$ cat src/rtl/ldl_sfifo_wr_arb_pkg.sv
// Shared types and helpers for the LDL sync-FIFO write arbiter.
package ldl_sfifo_wr_arb_pkg;

  typedef enum logic {
    IDLE = 1'b0,
    LOCK = 1'b1
  } arb_state_t;

  // Round-robin successor of idx among n slots; wraps by compare so any n is legal.
  function automatic logic [31:0] rr_next(input logic [31:0] idx, input logic [31:0] n);
    logic [31:0] nxt;
    nxt = idx + 32'd1;
    return (nxt >= n) ? 32'd0 : nxt;
  endfunction

endpackage

$ cat src/rtl/ldl_rr_pick.sv
// Combinational round-robin picker: first asserted req scanning from ptr upward (mod N).
// Reusable by other LDL arbiters; ptr must be below N.
module ldl_rr_pick #(
  parameter int N = 4,
  localparam int IW = ($clog2(N) > 0) ? $clog2(N) : 1
) (
  input  logic [N-1:0]  req_i,
  input  logic [IW-1:0] ptr_i,
  output logic          found_o,
  output logic [IW-1:0] idx_o
);

  // Scan from the farthest candidate back to ptr so the nearest hit is written last and wins.
  always_comb begin
    found_o = 1'b0;
    idx_o   = {IW{1'b0}};
    for (int k = N - 1; k >= 0; k--) begin
      int  c;
      logic hit;
      c       = int'(ptr_i) + k;
      c       = (c >= N) ? c - N : c;
      hit     = req_i[c];
      found_o = found_o | hit;
      idx_o   = hit ? IW'(c) : idx_o;
    end
  end

endmodule

$ cat src/rtl/ldl_sfifo_wr_arb.sv
// Packet-aware round-robin write arbiter sharing one sync-FIFO write port among N requesters.
// A granted requester keeps the port until its last-flagged beat, so packets never interleave.
// Optional per-requester accepted-beat counters are built when LDL_WRARB_STATS_EN is defined.
module ldl_sfifo_wr_arb
  import ldl_sfifo_wr_arb_pkg::*;
#(
  parameter int N      = 4,
  parameter int DWIDTH = 32,
  parameter int CWIDTH = 16,
  localparam int IW    = ($clog2(N) > 0) ? $clog2(N) : 1
) (
  input  logic              clk,
  input  logic              rst_n,
  input  logic [N-1:0]      req,
  input  logic [N-1:0]      req_last,
  input  logic [N*DWIDTH-1:0] din,
  output logic [N-1:0]      gnt,
  input  logic              fifo_full,
  output logic              fifo_we,
  output logic [DWIDTH-1:0] fifo_wdata,
  output logic              busy,
  output logic [IW-1:0]     owner
`ifdef LDL_WRARB_STATS_EN
  ,
  input  logic              stat_clr,
  output logic [N*CWIDTH-1:0] stat_cnt
`endif
);

  arb_state_t    state_q, state_d;
  logic [IW-1:0] rr_ptr_q, rr_ptr_d;
  logic [IW-1:0] owner_q, owner_d;

  logic          pick_found_s;
  logic [IW-1:0] pick_idx_s;
  logic [IW-1:0] sel_s;
  logic          accept_s;
  logic          last_s;

  ldl_rr_pick #(.N(N)) u_pick (
    .req_i   (req),
    .ptr_i   (rr_ptr_q),
    .found_o (pick_found_s),
    .idx_o   (pick_idx_s)
  );

  // Select the serving index, qualify the grant and steer the write port.
  always_comb begin
    sel_s      = (state_q == LOCK) ? owner_q : pick_idx_s;
    // rst_n gates the grant so nothing reaches the FIFO while reset is held.
    accept_s   = rst_n & ~fifo_full & req[sel_s] & ((state_q == LOCK) | pick_found_s);
    last_s     = req_last[sel_s];
    gnt        = {N{1'b0}};
    gnt[sel_s] = accept_s;
    fifo_we    = accept_s;
    fifo_wdata = din[sel_s*DWIDTH +: DWIDTH];
    busy       = (state_q == LOCK);
    owner      = owner_q;
  end

  // Next-state logic: state, owner and rr_ptr move only on an accepted beat.
  always_comb begin
    state_d  = state_q;
    rr_ptr_d = rr_ptr_q;
    owner_d  = owner_q;
    case (state_q)
      IDLE: begin
        if (accept_s) begin
          owner_d = sel_s;
          if (last_s) begin
            rr_ptr_d = IW'(rr_next(32'(sel_s), 32'(N)));
          end else begin
            state_d = LOCK;
          end
        end else begin
          state_d = IDLE;
        end
      end
      LOCK: begin
        if (accept_s && last_s) begin
          state_d  = IDLE;
          rr_ptr_d = IW'(rr_next(32'(owner_q), 32'(N)));
        end else begin
          state_d = LOCK;
        end
      end
      default: begin
        state_d = IDLE;
      end
    endcase
  end

  // Arbitration state registers; reset abandons any packet in progress.
  always_ff @(posedge clk or negedge rst_n) begin
    if (!rst_n) begin
      state_q  <= IDLE;
      rr_ptr_q <= {IW{1'b0}};
      owner_q  <= {IW{1'b0}};
    end else begin
      state_q  <= state_d;
      rr_ptr_q <= rr_ptr_d;
      owner_q  <= owner_d;
    end
  end

`ifdef LDL_WRARB_STATS_EN
  logic [N*CWIDTH-1:0] stat_q, stat_d;

  // Saturating per-requester beat counters; clear wins over increment.
  always_comb begin
    stat_d = stat_q;
    for (int i = 0; i < N; i++) begin
      if (stat_clr) begin
        stat_d[i*CWIDTH +: CWIDTH] = {CWIDTH{1'b0}};
      end else if (gnt[i] && (stat_q[i*CWIDTH +: CWIDTH] != {CWIDTH{1'b1}})) begin
        stat_d[i*CWIDTH +: CWIDTH] = stat_q[i*CWIDTH +: CWIDTH] + {{(CWIDTH-1){1'b0}}, 1'b1};
      end else begin
        stat_d[i*CWIDTH +: CWIDTH] = stat_q[i*CWIDTH +: CWIDTH];
      end
    end
  end

  // Counter storage.
  always_ff @(posedge clk or negedge rst_n) begin
    if (!rst_n) begin
      stat_q <= {(N*CWIDTH){1'b0}};
    end else begin
      stat_q <= stat_d;
    end
  end

  assign stat_cnt = stat_q;
`else
  logic [31:0] unused_cwidth_s;
  assign unused_cwidth_s = 32'(CWIDTH);
`endif

endmodule

$ cat config.mk
export PLATFORM = sky130hd
export DESIGN_NAME = ldl_sfifo_wr_arb
export DESIGN_NICKNAME = d
export VERILOG_FILES = /design/src/rtl/ldl_sfifo_wr_arb_pkg.sv /design/src/rtl/ldl_rr_pick.sv /design/src/rtl/ldl_sfifo_wr_arb.sv
export SDC_FILE = /design/constraint.sdc
export NUM_CORES = 1
export LEC_CHECK = 0
export BUFFER_PORTS_ARGS = -buffer_cell sky130_fd_sc_hd__buf_2
export CAP_MARGIN = 10
export CORE_MARGIN = 2
export CORE_UTILIZATION = 34
export DETAILED_ROUTE_END_ITERATION = 10
export HOLD_SLACK_MARGIN = 0.1
export PLACE_DENSITY = 0.82
export SYNTH_ARGS = -nofsm -noshare
export SYNTH_HDL_FRONTEND = slang
export SYNTH_SLANG_ARGS = --single-unit
$ cat constraint.sdc
create_clock -name clk -period 2.45 [get_ports clk]
set_input_delay 0 -clock clk [delete_from_list [all_inputs] [get_ports clk]]
set_output_delay 0 -clock clk [all_outputs]
set_load 0.01 [all_outputs]
-- Word level (Yosys, flattened, before mapping)
Cells that the tools add are included.
- output and inout port bits: 40
- word-level logic and storage cells: 79
- flip-flop bits (word level): 5
- input bits: 139
- bitwise gates (word level): 10
- order comparisons: 12
- mux-type cells: 37
- equal/unequal tests: 3
- reductions and logical operators: 4
- shifts and indexed selects: 1
- $add $sub $neg: 9
- operators by type and width (cell ; count):
    32-bit by 4-bit less-than comparator with 1-bit output (second input constant) ; 4
    32-bit two-way mux ; 4
    128-bit by 8-bit indexed part select with 32-bit output ; 1
    32-bit by 4-bit >= comparator with 1-bit output (second input constant) ; 3
    32-bit by 4-bit subtractor with 32-bit output (second input constant) ; 3
    2-bit two-way mux ; 10
    1-bit two-way mux ; 14
    1-bit binary-select mux with 2-bit select ; 6
    2-bit by 1-bit adder with 3-bit output (second input constant) ; 3
    2-bit by 2-bit adder with 3-bit output (second input constant) ; 2
    3-bit >= comparator (second input constant) ; 2
    4-bit bitwise AND ; 1
    2-bit != test (second input constant) ; 2
    1-bit bitwise OR ; 4
    2-bit one-hot mux with 2 select lines ; 1
    2-bit by 3-bit subtractor with 4-bit output (second input constant) ; 1
    1-bit bitwise AND ; 3
    2-bit by 3-bit >= comparator with 1-bit output (second input constant) ; 1
    2-bit by 3-bit less-than comparator with 1-bit output (second input constant) ; 1
    3-bit AND reduction ; 1
    1-bit demux with 2-bit select ; 1
    2-bit by 1-bit >= comparator with 1-bit output (second input constant) ; 1
    1-bit logical AND ; 2
    2-bit by 1-bit != test with 1-bit output (second input constant) ; 1
    other kinds (3) ; 4

-- Depth between registers and ports, before layout
Gate-level depths: netlist of the first run.
- depth in word-level cells: 18
- gate-level depth with buffers: 10
- mapped depth without buffers: 8

-- By module
A second synthesis of the first run with hierarchy kept.
- cells, all modules: 274
- area total of the unflattened synthesis: 1544.0 um2
- modules (own cells, without submodules) (module ; area each (um2) ; times used ; sequential area each (um2) ; cells each):
    ldl_sfifo_wr_arb ; 1466.4 ; 1 ; 125.1 ; 261
    ldl_rr_pick ; 77.6 ; 1 ; 0.0 ; 13

-- Worst setup path after synthesis of the first run
No wires, ideal clock.
- path kind: reg2reg
- start point: reg (tool-made name)
- end point: reg rr_ptr_q[1]
- cell stages (with the launch flop): 9
- arrival time: 2.023 ns
- required time: 2.321 ns
- clock period less this slack: 2.153 ns
- path buffers: 3
- library setup time: 0.129 ns
- slack: 0.297 ns
- cell sequence: dfrtp_1 buf_2 o31ai_1 o21a_1 buf_2 buf_2 ha_1 mux2i_1 mux2i_1
- RTL lines (item ; RTL line ; source):
    to (signal assigned) ; ldl_sfifo_wr_arb.sv:97 ; rr_ptr_q <= {IW{1'b0}};
    to (signal assigned) ; ldl_sfifo_wr_arb.sv:101 ; rr_ptr_q <= rr_ptr_d;
    to (decl) ; ldl_sfifo_wr_arb.sv:31 ; logic [IW-1:0] rr_ptr_q, rr_ptr_d;

==> results of run 1 <==
==> kinds of logic after synthesis <==
kind of cell / count (synthesis) / share of synthesized area, %
and+or+nand+nor: 181 / 50.5
buffers and inverters: 28 / 7.70
adders and majority gates: 5 / 4.05
DFF: 5 / 8.10
muxes: 4 / 2.67
AOI/OAI and AO/OA: 57 / 27.0
==> synthesized netlist by cell type (all sizes together) (3+ instances only) <==
library cell  count
a31oi            35
mux2i             3
and2              4
clkbuf           13
buf               9
a21oi             4
nor2              5
dfrtp             5
inv               6
o211ai            3
and3             32
ha                5
o21ai             3
nand2           136
==> metrics by stage <==
step / util [%] / power, mW / cell area (µm²)
final: 58.4 / 3.60 / 2540
after global routing: 58.4 / 4.00 / 2540
after CTS: 58.1 / 3.59 / 2530
after detailed placement: 56.8 / 3.42 / 2470
after global placement: 56.8 / 3.38 / 2470
after floorplan: - / 2.34 / 1540
==> layout make-up <==
| class | instances | area (µm²) |
|---|---|---|
| fillers | 424 | 1810 |
| repair buffers | 188 | 976 |
| multi-input cells | 247 | 1310 |
| flip-flops and latches | 5 | 125 |
| well taps | 52 | 65.1 |
| clock buffers | 4 | 45.0 |
| inverters | 6 | 25.0 |
==> power groups by stage <==
| stage | sequential [mW] | clock (mW) | combinational (mW) |
|---|---|---|---|
| after detailed placement | 0.197 | 0 | 3.23 |
| after CTS | 0.197 | 0.153 | 3.24 |
| after global placement | 0.193 | 0 | 3.18 |
| after global routing | 0.204 | 0.161 | 3.63 |
| after floorplan | 0.173 | 0 | 2.16 |
| final | 0.201 | 0.150 | 3.25 |
==> how the worst max path moves through the flow <==
stage | cells past startpoint | from | endpoint
2_1_floorplan | 8 | register | rr_ptr_q[1]
3_3_place_gp | 7 | register | rr_ptr_q[0]
3_5_place_dp | 7 | register | rr_ptr_q[0]
4_1_cts | 9 | rr_ptr_q[1] | gnt[1]
5_1_grt | 8 | rr_ptr_q[1] | gnt[3]
6_report | 7 | register | fifo_wdata[6]
==> timing repair <==
item                                    4_1_cts  5_1_grt
endpoints found under the hold margin         5        0
endpoints found under the setup margin        0       31
hold buffers                                  1        0
buffers inserted                              0        0
gates resized for setup                       0        3
==> worst max-delay path, cell delays in order, from the launching register on <==
cell and delay, ns:
dfrtp_1 0.51, o31ai_1 0.37, o21a_2 0.25, buf_4 0.33, nand2_1 0.09, and3_1 0.18, a31oi_1 0.19, buf_2 0.17
==> layer usage <==
metal	global-route usage [%]	vias to the layer above	routed length, µm
met3	3.80	6	576
li1	-	1296	-
met1	25.8	1116	2420
met4	4.61	0	30
met5	0	-	0
met2	44.5	133	3190
==> impl_metrics.py, run 1 <==
metrics = {
    "critical_path": {
        "r2r_end": "rr_ptr_q[0]",
        "crit_path_max_fanout": 35,
        "reg2regPathDepth": 7,
        "cp-end-kind": "primary output",
        "start_kind": "register",
        "crit_type": "reg2out",
        "reg2reg_slack_ns": 0.14,
        "crit_required_ns": 2.45,
        "cp.arrival_ns": 2.34,
    },
    "routing": {
        "via_count": 2551,
        "viasPerCell": 5.08,
        "drt-wirelength-per-cell_um": 12.4,
        "firstDrtPassIters": 4,
        "ant_nets": 0,
        "wirelength_um": 6220,
        "drc_errors": 0,
        "drtIter0Drc": 102,
    },
    "hold_path": {
        "holdPathEnd": "owner[1]",
        "holdPathStages": 3,
        "min_path_type": "in2reg",
        "hp-start": "req[3]",
    },
    "flow_run": {
        "cap_violations": 0,
    },
    "sta": {
        "skew_ns": 0.00399,
        "whs_ns": 0.123,
        "max_freq_mhz": 428,
        "slew_viol_final": 0,
        "hold_viol_final": 0,
        "rsz0062_at_grt": "yes",
        "fin_setup_tns_ns": 0,
        "period_needed_ns": 2.34,
        "tightest_slew_ns": 0.487,
        "worst_slack_ns": 0.113,
        "period_share_pct": 95.4,
        "relSlewSlack_pct": 67.5,
        "setup_viol": 0,
    },
    "yosys": {
        "synth_seq_cells": 5,
        "synth.area.top_cells": "nand2_1 (33%), a31oi_1 (14%), and3_1 (13%), dfrtp_1 (8.1%), ha_1 (4.1%)",
        "syn_nets": 424,
        "synthArstFlopShare_pct": 100,
        "syn_area_mm2": 0.00154,
        "seq_area_frac_synth_pct": 8.10,
        "syn_inst": 280,
        "synth_edf_count": 0,
        "synth_cell_types": 35,
        "yosysWarningCount": 0,
        "yosysTopAreaCell": "nand2_1",
        "synth_top_area_share_pct": 33.1,
        "ys.flop_type": "dfrtp_1",
        "avgSynthCellArea_um2": 5.51,
    },
    "die": {
        "rows": 24,
        "die_x_um": 71.4,
        "fp.dieH_um": 71.4,
        "dieArea_mm2": 0.00510,
        "core_mm2": 0.00435,
        "ios": 179,
        "initial_core_util_pct": 35.5,
    },
    "power": {
        "comb_power_share_pct": 90.3,
        "seqPwrFrac_pct": 5.6,
        "pwr-share-clk_pct": 4.2,
        "max-vdd-ir-drop_uv": 680,
        "power_density_mw_per_mm2": 1410,
        "switching_power_mw": 2.02,
        "internal-power_mw": 1.58,
        "p_leak_nw": 1.51,
        "p_sw_share_pct": 56.1,
    },
    "final_layout": {
        "area_growth_pct": 64.8,
        "final_layout_size_suffix_gt1_share_pct": 44.0,
        "layout_commonest_cell": "buf_2",
        "insertedDiodeCount": 0,
        "stdcell_count": 502,
        "final_cell_mix": "buf_2 (178), nand2_1 (136), a31oi_1 (34)",
        "nets": 595,
    },
    "placed_design": {
        "port_buffers": 178,
        "dp.cells": 497,
        "pre_cts_ws_ns": 0.217,
        "gp_congestion": 0.879,
        "place_hpwl_um": 4980,
    },
    "global_routing": {
        "grt.total_usage_pct": 22.9,
        "antenna_found_initial": 0,
        "grt_pass1_vias": 2351,
        "grt_max_degree": 38,
        "grt_overflow": 0,
        "grt_pass1_wl_um": 9870,
    },
    "clocking": {
        "cts_tree": "done",
        "clock_latency_ns": 0.22,
        "clockBufferDepth": 2,
        "cts_sinks": 5,
        "cts.htree.levels": 1,
        "cts_root_buf": "clkbuf_8",
        "tritoncts.num_buffers": 3,
        "cts.clk_slew.worst_paths_ns": 0.04,
    },
    "outcome": {
        "status": "finished clean",
    },
}
Power figures use the tool's default switching activity.
==> inputs of run 2 (changes only) <==
Settings changed: CORE_AREA from default to 2 2 70 72, CORE_MARGIN 2 to default, CORE_UTILIZATION 34 to default, DIE_AREA from default to 0 0 72 74, PLACE_DENSITY 0.82 to 0.81, RECOVER_POWER from default to 25.
Clock period 2.45 ns to 2.77 ns, I/O delays scaled along.
==> run 2 against run 1 <==
Against the previous run:
- core utilization down 4.1 points
- worst setup slack better by 0.10 ns
- first-iteration DRC count down 11%
- routed wire length down 0.72%
- non-clock buffer count down 3
- sequential cell count unchanged
- sequential power down 13%
- via count down 1.2%
- die area up 4.6%
- hold slack worse by 0.013 ns
- final area down 1.8%
- count of clock-buffer cells in the layout unchanged
==> impl_metrics.py, run 2 (synthesis results as in run 1) <==
metrics = {
    "outcome": {
        "status": "finished clean",
    },
    "die": {
        "initial_core_util_pct": 33.6,
        "die_x_um": 72,
        "fp.dieH_um": 74,
        "ios": 179,
        "core_mm2": 0.00460,
        "rows": 25,
        "dieArea_mm2": 0.00533,
    },
    "routing": {
        "wirelength_um": 6170,
        "firstDrtPassIters": 4,
        "viasPerCell": 5.03,
        "via_count": 2521,
        "drtIter0Drc": 91,
        "drc_errors": 0,
        "drt-wirelength-per-cell_um": 12.3,
        "ant_nets": 0,
    },
    "critical_path": {
        "crit_path_max_fanout": 37,
        "crit_top_cell": "nor2_1",
        "critPathMaxStageDelay_ns": 0.45,
        "crit_buf_inv": 2,
        "path_cells": "a21boi_1 > o221a_2 > nor2_1 > a22oi_4 > buf_4 > nor2_1 > a211oi_2 > and2_1 > buf_2",
        "cp.arrival_ns": 2.55,
        "crit_required_ns": 2.77,
        "start_kind": "register",
        "cp-end-kind": "primary output",
        "crit_type": "reg2out",
        "cp_top_family": "compound AO/OA/AOI/OAI gates",
        "cp_slowest_cell": "a211oi_2",
        "startpoint": "rr_ptr_q[1]",
    },
    "global_routing": {
        "grt_pass1_vias": 2053,
        "grt_pass1_wl_um": 8730,
        "grt_max_degree": 45,
        "antenna_found_initial": 0,
        "grt.total_usage_pct": 20.1,
        "grt_overflow": 0,
    },
    "power": {
        "max-vdd-ir-drop_uv": 632,
        "p_total_mw": 3.09,
        "power_density_mw_per_mm2": 1240,
        "p_leak_nw": 1.48,
    },
    "final_layout": {
        "fin_area_mm2": 0.00250,
        "area_growth_pct": 61.8,
        "stdcell_count": 501,
        "insertedDiodeCount": 0,
        "nets": 592,
        "final_layout_size_suffix_gt1_share_pct": 42.5,
        "final_cell_mix": "buf_2 (174), nand2_1 (136), a31oi_1 (35)",
        "layout_commonest_cell": "buf_2",
    },
    "placed_design": {
        "gp_congestion": 0.849,
        "port_buffers": 178,
        "dp.cells": 496,
        "placed_cell_area_mm2": 0.00245,
        "place_hpwl_um": 4810,
    },
    "sta": {
        "fin_setup_tns_ns": 0,
        "whs_ns": 0.110,
        "period_needed_ns": 2.55,
        "skew_ns": 0.00196,
        "hold_viol_final": 0,
        "period_share_pct": 92.2,
        "relSlewSlack_pct": 68.8,
        "tightest_slew_ns": 0.467,
        "slew_viol_final": 0,
        "max_freq_mhz": 392,
        "rsz0062_at_grt": "no",
        "setup_viol": 0,
    },
    "hold_path": {
        "min_path_type": "in2reg",
        "hp-start": "req[3]",
    },
    "clocking": {
        "cts_resized": 0,
        "cts.htree.levels": 1,
        "cts_tree": "done",
        "clockBufferDepth": 2,
        "cts.clk_slew.worst_paths_ns": 0.04,
        "tritoncts.num_buffers": 3,
        "clock_latency_ns": 0.22,
        "cts_root_buf": "clkbuf_8",
        "cts_sinks": 5,
    },
    "flow_run": {
        "cap_violations": 0,
    },
}
## run 2: worst paths after layout
path                          endpoint  slack (ns)  cells after the start
max in group asynchronous     owner[0]        2.36                      2
max                             gnt[3]        0.22                      9
max reg2reg                rr_ptr_q[0]        0.38                      6
min reg2reg                   owner[1]        0.58                      2
min                           owner[1]        0.11                      3
min in group asynchronous     owner[1]        0.17                      2
## run 2: layout make-up
class                   instances  area, µm²
clock buffers                   4       45.0
fillers                       468       2100
inverters                       6       25.0
multi-input cells             247       1290
flip-flops and latches          5        125
well taps                      54       67.6
repair buffers                185        941
## run 2: tightest hold or removal path: cells and delay by family
| kind | cells | cell delay (ns) |
|---|---|---|
| AND/OR/NAND/NOR | 1 | 0.06 |
| AO/OA/AOI/OAI | 1 | 0.10 |
| buffers and inverters | 1 | 0.13 |
## run 2: routing by layer
layer  vias to the layer above  routed length (µm)  track usage [%]
met3                         4                 585             2.71
met1                      1100                2370             21.4
li1                       1293                   -                -
met5                         -                   0                0
met2                       124                3190             41.8
met4                         0                  27             4.40
## run 2: power breakdown
| part | internal (mW) | leakage (nW) | switching [mW] |
|---|---|---|---|
| clock | 0.0990 | 0.0228 | 0.0384 |
| sequential | 0.108 | 0.0571 | 0.0655 |
| combinational | 1.13 | 1.40 | 1.65 |
## run 2: timing repair
item                      in CTS  in global routing
hold buffers                   1                  0
buffers inserted               0                  0
hold endpoints to repair       5                  0
## run 2: stage by stage
step	util [%]	worst slack, ns
after global routing	54.3	0.0507
after global placement	53.4	0.580
final	54.3	0.217
after floorplan	-	0.617
after CTS	54.6	0.231
after detailed placement	53.4	0.491
==> inputs of run 3 (changes only) <==
Settings changed: CORE_AREA 2 2 70 72 to default, CORE_ASPECT_RATIO from default to 1.2, CORE_MARGIN from default to 2, CORE_UTILIZATION from default to 34, DIE_AREA 0 0 72 74 to default, PLACE_DENSITY 0.81 to 0.82.
Clock period 2.77 ns to 2.45 ns, I/O delays scaled along.
==> run 3 against run 2 <==
Against the previous run:
- worst setup slack lost 0.057 ns
- non-clock buffer count rose by 5
- power up 21%
- clock power increased by 12%
- hold slack improved by 0.032 ns
- register-to-register slack got worse by 0.22 ns
- final area grew 3.6%
- critical path type is now reg2reg
==> impl_metrics.py, run 3 (synthesis results as in run 1) <==
metrics = {
    "clocking": {
        "clockBufferDepth": 2,
        "cts_root_buf": "clkbuf_8",
        "cts.clk_slew.worst_paths_ns": 0.04,
        "cts_sinks": 5,
        "cts_tree": "done",
        "cts.htree.levels": 1,
        "tritoncts.num_buffers": 3,
        "clock_latency_ns": 0.22,
    },
    "global_routing": {
        "antenna_found_initial": 0,
        "grt.total_usage_pct": 23.5,
        "grt_use_met3_pct": 3.77,
        "globalRouteMet1Util_pct": 24.3,
        "grt_overflow": 0,
        "grt_pass1_wl_um": 9980,
        "gr-usage-met2_pct": 45.0,
        "top_usage_layer": "met2",
        "grt_pass1_vias": 2494,
        "grt_max_degree": 67,
    },
    "sta": {
        "tightest_slew_ns": 0.497,
        "hold_viol_final": 0,
        "setup_viol": 0,
        "slew_viol_final": 0,
        "max_freq_mhz": 437,
        "fin_setup_tns_ns": 0,
        "period_needed_ns": 2.29,
        "skew_ns": 0.00161,
        "relSlewSlack_pct": 66.9,
        "period_share_pct": 93.5,
    },
    "die": {
        "die_x_um": 65.5,
        "rows": 26,
        "initial_core_util_pct": 35.7,
        "ios": 179,
        "fp.dieH_um": 77.8,
        "core_mm2": 0.00433,
        "dieArea_mm2": 0.00510,
    },
    "final_layout": {
        "seq_area_um2": 125,
        "area_growth_pct": 67.7,
        "final_layout_size_suffix_gt1_share_pct": 43.8,
        "nFillCells": 434,
        "nets": 597,
        "multiInputGateArea_mm2": 0.00131,
        "insertedDiodeCount": 0,
        "layout_commonest_cell": "buf_2",
        "final_cell_mix": "buf_2 (175), nand2_1 (136), a31oi_1 (34)",
    },
    "routing": {
        "drtIter0Drc": 128,
        "via_count": 2624,
        "drc_errors": 0,
        "firstDrtPassIters": 5,
        "viasPerCell": 5.17,
        "wirelength_um": 6560,
        "drt-wirelength-per-cell_um": 12.9,
        "ant_nets": 0,
    },
    "placed_design": {
        "place_hpwl_um": 4860,
        "port_buffers": 178,
        "gp_congestion": 0.876,
    },
    "power": {
        "p_total_mw": 3.73,
        "power_density_mw_per_mm2": 1440,
        "p_leak_nw": 1.52,
        "max-vdd-ir-drop_uv": 967,
    },
    "critical_path": {
        "crit_type": "reg2reg",
        "cp_top_family": "compound AO/OA/AOI/OAI gates",
        "crit_path_max_fanout": 6,
        "cp-end-kind": "register",
        "critPathMaxStageDelay_ns": 0.41,
        "crit_buf_inv": 2,
        "path_cells": "nor2_1 > o21ai_1 > o21a_2 > buf_4 > inv_2 > nand2_1 > a2111oi_4 > a31oi_2 > mux2_1",
        "start_kind": "register",
        "cp_slowest_cell": "dfrtp_1",
        "cp.arrival_ns": 2.39,
        "crit_required_ns": 2.55,
    },
    "outcome": {
        "status": "finished clean",
    },
    "hold_path": {
        "min_path_type": "in2reg",
    },
    "flow_run": {
        "cap_violations": 0,
    },
}
run 3: changes by cell type in the layout (fill, tap and decap cells not counted), sizes merged:
cell,change
buf,+5
run 3: worst paths after layout:
path | slack (ns) | start | cells after the start | endpoint
setup reg to reg | 0.16 | register | 9 | rr_ptr_q[0]
hold / removal | 0.14 | req[3] | 3 | owner[1]
min in group asynchronous | 0.18 | rst_n | 2 | async pin
hold reg to reg | 0.60 | owner[0] | 2 | owner[0]
setup / recovery | 0.16 | register | 9 | rr_ptr_q[0]
max in group asynchronous | 2.02 | rst_n | 2 | owner[1]
run 3: final cells by class:
type	instances	area share, %
Tap cell	56	2.71
Clock buffer	4	1.74
Sequential cell	5	4.83
Inverter	6	0.967
Timing Repair Buffer	190	39.0
Multi-Input combinational cell	247	50.7
run 3: metal layers:
layer | share of wire [%] | routed length (µm)
met5 | 0 | 0
met1 | 38 | 2510
met2 | 51 | 3350
met4 | 2.8 | 181
met3 | 7.9 | 515
run 3: timing repair:
action	4_1_cts	5_1_grt
cloned	0	1
endpoints found under the setup margin	1	31
hold buffers	1	0
resized for setup	0	2
endpoints found under the hold margin	5	0
setup buffers	3	0
pin swaps	0	1
run 3: metrics by stage:
stage / setup slack [ns] / hold WS, ns / util (%) / std cells / instance area, µm²
floorplan: 0.297 / -0.296 / - / 280 / 1540
global placement: 0.215 / -0.174 / 57.3 / 499 / 2480
detailed placement: 0.128 / -0.172 / 57.3 / 499 / 2480
CTS: 0.132 / 0.121 / 59.1 / 507 / 2550
global route: -0.0188 / 0.155 / 59.8 / 508 / 2590
finish: 0.159 / 0.142 / 59.8 / 508 / 2590
run 3: tightest hold or removal path: stages:
cell,delay [ns]
buf_2,0.13
o211ai_1,0.12
nand2_1,0.07
run 3: where the power goes:
| part | switching, mW | total (mW) | leakage, nW | internal (mW) |
|---|---|---|---|---|
| Combinational | 1.97 | 3.40 | 1.44 | 1.43 |
| Clock | 0.0413 | 0.153 | 0.0228 | 0.112 |
| Sequential | 0.0554 | 0.178 | 0.0571 | 0.123 |
